## src/rtl/popcount_seq_ctrl.sv

```systemverilog
// Counts the 1s in a WORD_W-bit word one byte slice per cycle through a shared ones-counter.
// Latency: k edges from accept to out_valid (k = slices processed; early exit on an all-zero remainder).
// Backpressure: accepts only in IDLE; the result is held in DONE until out_ready.
module popcount_seq_ctrl #(
    parameter int WORD_W     = 32,
    parameter bit EARLY_EXIT = 1'b1,
    localparam int CNT_W     = $clog2(WORD_W + 1)
) (
    input  logic              clk,
    input  logic              rst,
    input  logic              in_valid,
    output logic              in_ready,
    input  logic [WORD_W-1:0] in_data,
    output logic [7:0]        cnt_x,
    input  logic [3:0]        cnt_o,
    output logic              out_valid,
    input  logic              out_ready,
    output logic [CNT_W-1:0]  out_count,
    output logic              busy
);

    localparam int NSLICE = WORD_W / 8;
    localparam int IDX_W  = (NSLICE > 1) ? $clog2(NSLICE) : 1;
    localparam logic [IDX_W-1:0] LAST_IDX = IDX_W'(NSLICE - 1);

    typedef enum logic [1:0] {
        S_IDLE  = 2'd0,
        S_COUNT = 2'd1,
        S_DONE  = 2'd2
    } state_t;

    state_t             state;
    logic [WORD_W-1:0]  shift_reg;
    logic [CNT_W-1:0]   acc;
    logic [IDX_W-1:0]   idx;

    logic [WORD_W-1:0]  rest;
    logic [CNT_W-1:0]   slice_sum;
    logic               finish;

    assign rest      = shift_reg >> 8;
    assign slice_sum = acc + CNT_W'(cnt_o);
    // Early exit once every slice still waiting in the shift register is zero.
    assign finish    = (idx == LAST_IDX) || (EARLY_EXIT && (rest == '0));

    assign in_ready = (state == S_IDLE) && !rst;
    assign cnt_x    = (state == S_COUNT) ? shift_reg[7:0] : 8'h00;
    assign busy     = (state != S_IDLE);

    always_ff @(posedge clk) begin
        if (rst) begin
            state     <= S_IDLE;
            shift_reg <= '0;
            acc       <= '0;
            idx       <= '0;
            out_valid <= 1'b0;
            out_count <= '0;
        end else begin
            case (state)
                S_IDLE: begin
                    if (in_valid && in_ready) begin
                        shift_reg <= in_data;
                        acc       <= '0;
                        idx       <= '0;
                        state     <= S_COUNT;
                    end
                end
                S_COUNT: begin
                    acc       <= slice_sum;
                    shift_reg <= rest;
                    idx       <= idx + 1'b1;
                    if (finish) begin
                        out_count <= slice_sum;
                        out_valid <= 1'b1;
                        state     <= S_DONE;
                    end
                end
                S_DONE: begin
                    if (out_valid && out_ready) begin
                        out_valid <= 1'b0;
                        state     <= S_IDLE;
                    end
                end
                default: begin
                    out_valid <= 1'b0;
                    state     <= S_IDLE;
                end
            endcase
        end
    end

endmodule
```

## config.mk

```make
export PLATFORM = sky130hd
export DESIGN_NAME = popcount_seq_ctrl
export DESIGN_NICKNAME = d
export VERILOG_FILES = /design/src/rtl/popcount_seq_ctrl.sv
export SDC_FILE = /design/constraint.sdc
export NUM_CORES = 1
export LEC_CHECK = 0
export BUFFER_PORTS_ARGS = -buffer_cell sky130_fd_sc_hd__buf_2
export CAP_MARGIN = 20
export CORE_MARGIN = 2
export CORE_UTILIZATION = 50
export DETAILED_ROUTE_END_ITERATION = 8
export PLACE_DENSITY = 0.72
export SLEW_MARGIN = 40
export SYNTH_ARGS = -nofsm -noshare
export SYNTH_HDL_FRONTEND = slang
export SYNTH_SLANG_ARGS = --single-unit
```

## constraint.sdc

```tcl
create_clock -name clk -period 1.9 [get_ports clk]
set_input_delay 0.38 -clock clk [delete_from_list [all_inputs] [get_ports clk]]
set_output_delay 0.38 -clock clk [all_outputs]
set_load 0.01 [all_outputs]
```

After elaboration in Yosys (flattened, before gate mapping)
Index checks and enable logic that the tools add are counted.
{"block": "totals", "word_cells": 42, "in_bits": 40, "regBits": 49, "out_inout_bits": 17}
{"block": "op_classes", "mux": 14, "add_sub_neg": 2, "bitwise_logic": 1, "reduce_logical": 13, "eq_ne": 6}
{"op": "32-bit case mux with 2 select lines", "count": 1}
{"op": "32-bit zero test", "count": 1}
{"op": "32-bit 2-to-1 mux", "count": 1}
{"op": "6-bit case mux with 2 select lines", "count": 1}
{"op": "2-bit 2-to-1 mux", "count": 4}
{"op": "8-bit 2-to-1 mux", "count": 1}
{"op": "6-bit by 4-bit adder with 6-bit output", "count": 1}
{"op": "6-bit 2-to-1 mux", "count": 1}
{"op": "2-bit case mux with 3 select lines", "count": 1}
{"op": "3-bit AND reduction", "count": 2}
{"op": "2-bit == test, second input constant", "count": 2}
{"op": "2-bit != test, second input constant", "count": 2}
{"op": "2-bit case mux with 2 select lines", "count": 1}
{"op": "2-bit AND reduction", "count": 2}
{"op": "2-bit nonzero test", "count": 2}
{"op": "1-bit logical AND", "count": 3}
{"op": "1-bit case mux with 3 select lines", "count": 1}
{"op": "2-bit by 1-bit adder with 2-bit output, second input constant", "count": 1}
{"op": "2-bit by 1-bit == test with 1-bit output, second input constant", "count": 1}
{"op": "2-bit zero test", "count": 1}
{"op": "1-bit 2-to-1 mux", "count": 2}
{"op": "2-bit by 1-bit != test with 1-bit output, second input constant", "count": 1}
{"op": "1-bit zero test", "count": 1}
{"op": "1-bit logical OR", "count": 1}
{"op": "1-bit NOT", "count": 1}

Longest topological paths before layout
{"block": "logic_depth", "depth_word": 5, "depth_mapped": 8, "depth_no_buf": 8}

Worst setup path before layout
OpenSTA, ideal clock, no wires.
{"block": "synth_timing", "kind": "input to register", "from": "input cnt_o[0]", "to": "register acc[4]", "path_slack_ps": 247, "arrival_time_ps": 1583, "n_path_buf": 0, "t_required_ps": 1830, "setup_time_ps": 70, "stages": 8, "cell_sequence": "ha_1 -> inv_1 -> fa_1 -> nand2b_1 -> a21oi_1 -> xor2_1 -> nand2_1 -> a21oi_1"}
{"block": "synth_via", "elab_chain_cells": 2}
{"element": "start, declared", "line": "15", "text": "input logic [3:0] cnt_o,"}
{"element": "6-bit by 4-bit adder with 6-bit output", "line": "42", "text": "assign slice_sum = acc + CNT_W'(cnt_o);"}
{"element": "6-bit case mux with 2 select lines", "line": "59", "text": "case (state)"}
{"element": "end signal, assigned", "line": "69", "text": "acc <= slice_sum;"}
{"element": "end, declared", "line": "34", "text": "logic [CNT_W-1:0] acc;"}
No other way between the ends.
A chain may end at the register's enable or synchronous reset.

Worst setup path after layout
{"block": "layout_timing", "from": "register state[0]", "to": "output cnt_x[7]"}
{"block": "layout_via", "elab_chain_cells": 2}
{"element": "start, declared", "line": "32", "text": "state_t state;"}
{"element": "start signal, assigned", "line": "52", "text": "state <= S_IDLE;"}
{"element": "start signal, assigned", "line": "65", "text": "state <= S_COUNT;"}
{"element": "start signal, assigned", "line": "75", "text": "state <= S_DONE;"}
{"element": "2-bit by 1-bit == test with 1-bit output", "line": "47", "text": "assign cnt_x = (state == S_COUNT) ? shift_reg[7:0] : 8'h00;"}
{"element": "8-bit 2-to-1 mux", "line": "47"}
{"element": "end, declared", "line": "14", "text": "output logic [7:0] cnt_x,"}
No other way between the ends.

==> impl_results.rst <==
.. list-table::
   :header-rows: 1

   * - Metric
     - Value
   * - Result of the run
     - finished clean
   * - # Max-Cap Violations
     - 0
   * - Synthesized-area fraction occupied by and/or/nand/nor cells
     - 27.23%
   * - Worst slew margin relative to its limit
     - between 70% and 80%
   * - Wire per inst
     - ~13 um
   * - Actual slew at the worst max-slew pin
     - 0.4297 ns
   * - Standby leakage power
     - roughly 1.2 nW
   * - Number of warnings printed during yosys synthesis
     - 0
   * - Number of global-route vias before repair
     - 1,914
   * - Final Core Density
     - between 60 and 70%
   * - Netlist area before placement
     - 0.002270 mm^2
   * - Commonest register cell after synthesis
     - sky130_fd_sc_hd__dfxtp_1
   * - Worst ir drop on vdd
     - 0.5454 mV
   * - Highest fanout seen on the critical path
     - 8
   * - Clock tree skew after final layout
     - 0.008530 ns
   * - Avg Cell Area, Syn
     - 8.077 um^2
   * - Setup TNS Final
     - 0 ns
   * - FF+latch count, synth
     - just under 50
   * - Largest area contributor in the netlist
     - sky130_fd_sc_hd__dfxtp_1
   * - Aggregate routed wire length
     - 4873 um
   * - Area growth from synthesis to layout
     - 18.41%
   * - Launch instance of the worst register-to-register path
     - shift_reg[8]
   * - DRC violation count after routing
     - 0
   * - Initial core utilization
     - a little over half
   * - Nets@finish
     - between 300 and 400
   * - Synthesized netlist net count
     - ~330
   * - Cells after synthesis
     - 281
   * - Top area cells in the synthesized netlist
     - sky130_fd_sc_hd__dfxtp_1, sky130_fd_sc_hd__nand2_1, sky130_fd_sc_hd__a311oi_1
   * - Parity-gate share of the synthesized area counting xor and xnor cells
     - 1.544%
   * - Worst-path cell chain
     - nor2b_1, buf_4, and2_1, buf_2
   * - Setup Fix Bufs, Post-CTS
     - 0
   * - Peak per-stage delay on the critical path
     - approximately 0.40 ns
   * - Main combinational cell family by area after synthesis
     - simple AND/OR/NAND/NOR gates
   * - Critical path buffer and inverter count
     - 2
   * - Global-route wire length before repair
     - 8418 um
   * - DP Wirelength
     - 3467 um
   * - Compound-Gate Fraction of Synth Area
     - 17.42%
   * - Clock slew at the register clock pins of the worst setup and hold paths
     - 0.09 ns
   * - Most instantiated library cell after synthesis
     - sky130_fd_sc_hd__nand2_1
   * - Die Y-Extent
     - a little over 70 um
   * - Total Routing Usage GR
     - 20.56%
   * - Final number of hold-violating endpoints
     - 0
   * - Root buffer cell
     - sky130_fd_sc_hd__clkbuf_8
   * - Area share of the leading cell type in the synthesized netlist
     - between 40% and 50%
   * - First DRT Iteration DRCs
     - 104
   * - RD Place Congestion
     - 0.7539
   * - Pre-CTS WS
     - around 0.074 ns
   * - Hold Path Origin
     - in_data[25]
   * - HP Class
     - input port to flop
   * - Fraction of final layout cells sized beyond drive strength 1
     - 24.10%
   * - Number of sinks handled by clock tree synthesis
     - a little under 50
   * - Netlist cell types
     - 32
   * - Total congestion overflow
     - 0
   * - Final critical-path share of the clock period
     - 92.27%
   * - Area of the placeable core
     - between 0.004 and 0.005 mm^2
   * - Number of CTS-inserted buffers
     - 5
   * - Data required time at the worst endpoint
     - 1.52 ns
   * - Leading cell types by count after synthesis
     - sky130_fd_sc_hd__nand2_1, sky130_fd_sc_hd__dfxtp_1, sky130_fd_sc_hd__nor2_1
   * - F_max
     - 570.4 MHz
   * - TritonCTS clock tree
     - done
   * - Detailed-routing iteration count for the pre-antenna-repair pass
     - 4
   * - Resized cells post-CTS
     - 0
   * - Ant. Diodes
     - 0
   * - Proportion of register bits with asynchronous set or reset after synthesis
     - 0%
   * - Crit-path slowest cell
     - sky130_fd_sc_hd__dfxtp_1
   * - Number of antenna violations at the first check in global routing
     - 0
   * - Total count of max-transition violations in the final report
     - 0
   * - Number of enable flip-flop cells after synthesis
     - 0
   * - Startpoint type of the worst setup path
     - flop
   * - Area enclosed by the die boundary
     - 0.005094 mm^2
   * - Number of top-level design ports
     - 57
   * - Arrival time worst endpoint
     - 1.37 ns
   * - Number of setup violations in the final report
     - 0
   * - Antenna viol nets, final
     - 0
   * - Standard-cell row count
     - 24
   * - # H-tree levels
     - 2
   * - Horiz. Die Dim
     - around 70 um
   * - Start point of the critical path
     - state[0]
   * - Endpoint kind of the worst setup timing path
     - output pin
   * - Post-synthesis adder-cell area fraction
     - 3.638%
   * - Number of filler cells placed in the layout
     - 409
   * - Maximum number of buffers from clock root to sink
     - 2
   * - Crit path time final
     - 1.753 ns
   * - Critical path class
     - flop to output pin
   * - Largest net degree at the start of global routing
     - 42
   * - Via Count
     - 2,032
   * - Port Buf Inserts
     - 56
   * - Flip-flop count of the largest register after layout
     - 32
   * - Hold_buf cts
     - 0
   * - Worst Setup Slack, final
     - 0.1468 ns
   * - Insertion delay to the later sink of the worst-skew pair
     - 0.30 ns
   * - Mean number of vias per cell
     - about 5.3
   * - Unrepaired setup endpoints after global routing
     - no
   * - Seq/Total Area, Yosys
     - 43.22%
   * - Kind of cell adding the most delay to the critical path
     - flip-flops
   * - Pwr dens
     - 937.7 mW/mm^2
   * - Mux contribution to synthesized area
     - 2.205%
[final timing paths]
path	slack, ns	endpoint	cells past startpoint
hold reg to reg	0.48	idx[1]	2
hold / removal	0.30	shift_reg[25]	3
setup / recovery	0.15	cnt_x[7]	4
setup reg to reg	0.16	out_count[3]	6
[where the power goes]
group          internal (mW)  total [mW]  switching [mW]
registers               1.16        1.26          0.0978
clock network          0.254       0.589           0.335
logic                  0.284       0.673           0.389
total                   1.70        2.52           0.822
[per-stage QoR]
step	cell area (um^2)	power, mW	cells	hold slack (ns)
after detailed placement	2601	1.959	376	0.4668
after global routing	2688	2.691	384	0.3035
after CTS	2688	2.544	384	0.2980
after global placement	2601	1.941	376	0.4576
final	2688	2.520	384	0.3044
after floorplan	2270	1.749	281	0.4516
[final cells by class]
class / instances / area (um^2) / area share, %
clock buffer: 5 / 68.82 / 2.561
clock inverter: 3 / 17.52 / 0.6518
inverter: 3 / 11.26 / 0.4190
multi-input combinational: 207 / 1184 / 44.04
sequential: 49 / 980.9 / 36.50
tap: 52 / 65.06 / 2.421
timing repair buffer: 65 / 360.3 / 13.41
[cells in the final DEF, fill, tap and decap left out, types with 2 or more instances in the layout]
master and n:
sky130_fd_sc_hd__and3_1 2, sky130_fd_sc_hd__nor4_1 2, sky130_fd_sc_hd__xnor2_1 3, sky130_fd_sc_hd__a21o_1 5
sky130_fd_sc_hd__buf_2 56, sky130_fd_sc_hd__buf_4 8, sky130_fd_sc_hd__nand3_1 7, sky130_fd_sc_hd__mux2i_1 5
sky130_fd_sc_hd__dfxtp_1 49, sky130_fd_sc_hd__nor2_1 34, sky130_fd_sc_hd__and2_1 9, sky130_fd_sc_hd__inv_1 3
sky130_fd_sc_hd__a311oi_1 24, sky130_fd_sc_hd__clkbuf_8 5, sky130_fd_sc_hd__nor4_2 4, sky130_fd_sc_hd__ha_1 5
sky130_fd_sc_hd__a21oi_1 18, sky130_fd_sc_hd__nand2_1 73, sky130_fd_sc_hd__nand2b_1 3, sky130_fd_sc_hd__clkinv_2 2
[cells by family after synthesis]
logic type | Yosys count
buf+inv | 25
simple gates | 139
fa+ha+maj | 6
compound gates | 53
xor+xnor | 4
mux | 5
flops | 49
[worst register-to-register path: cells and delay by family, from the launching register on]
family,cells,cell delay [ns]
mux,1,0.21
compound gates,1,0.25
simple gates,3,0.61
flops,1,0.35
buf+inv,1,0.21
[routing by layer]
layer	routed length, um	global-route usage, %
met5	0	0
met2	2183	33.02
met4	46	5.660
met3	264	4.923
met1	2378	27.77
Power figures use the tool's default switching activity.
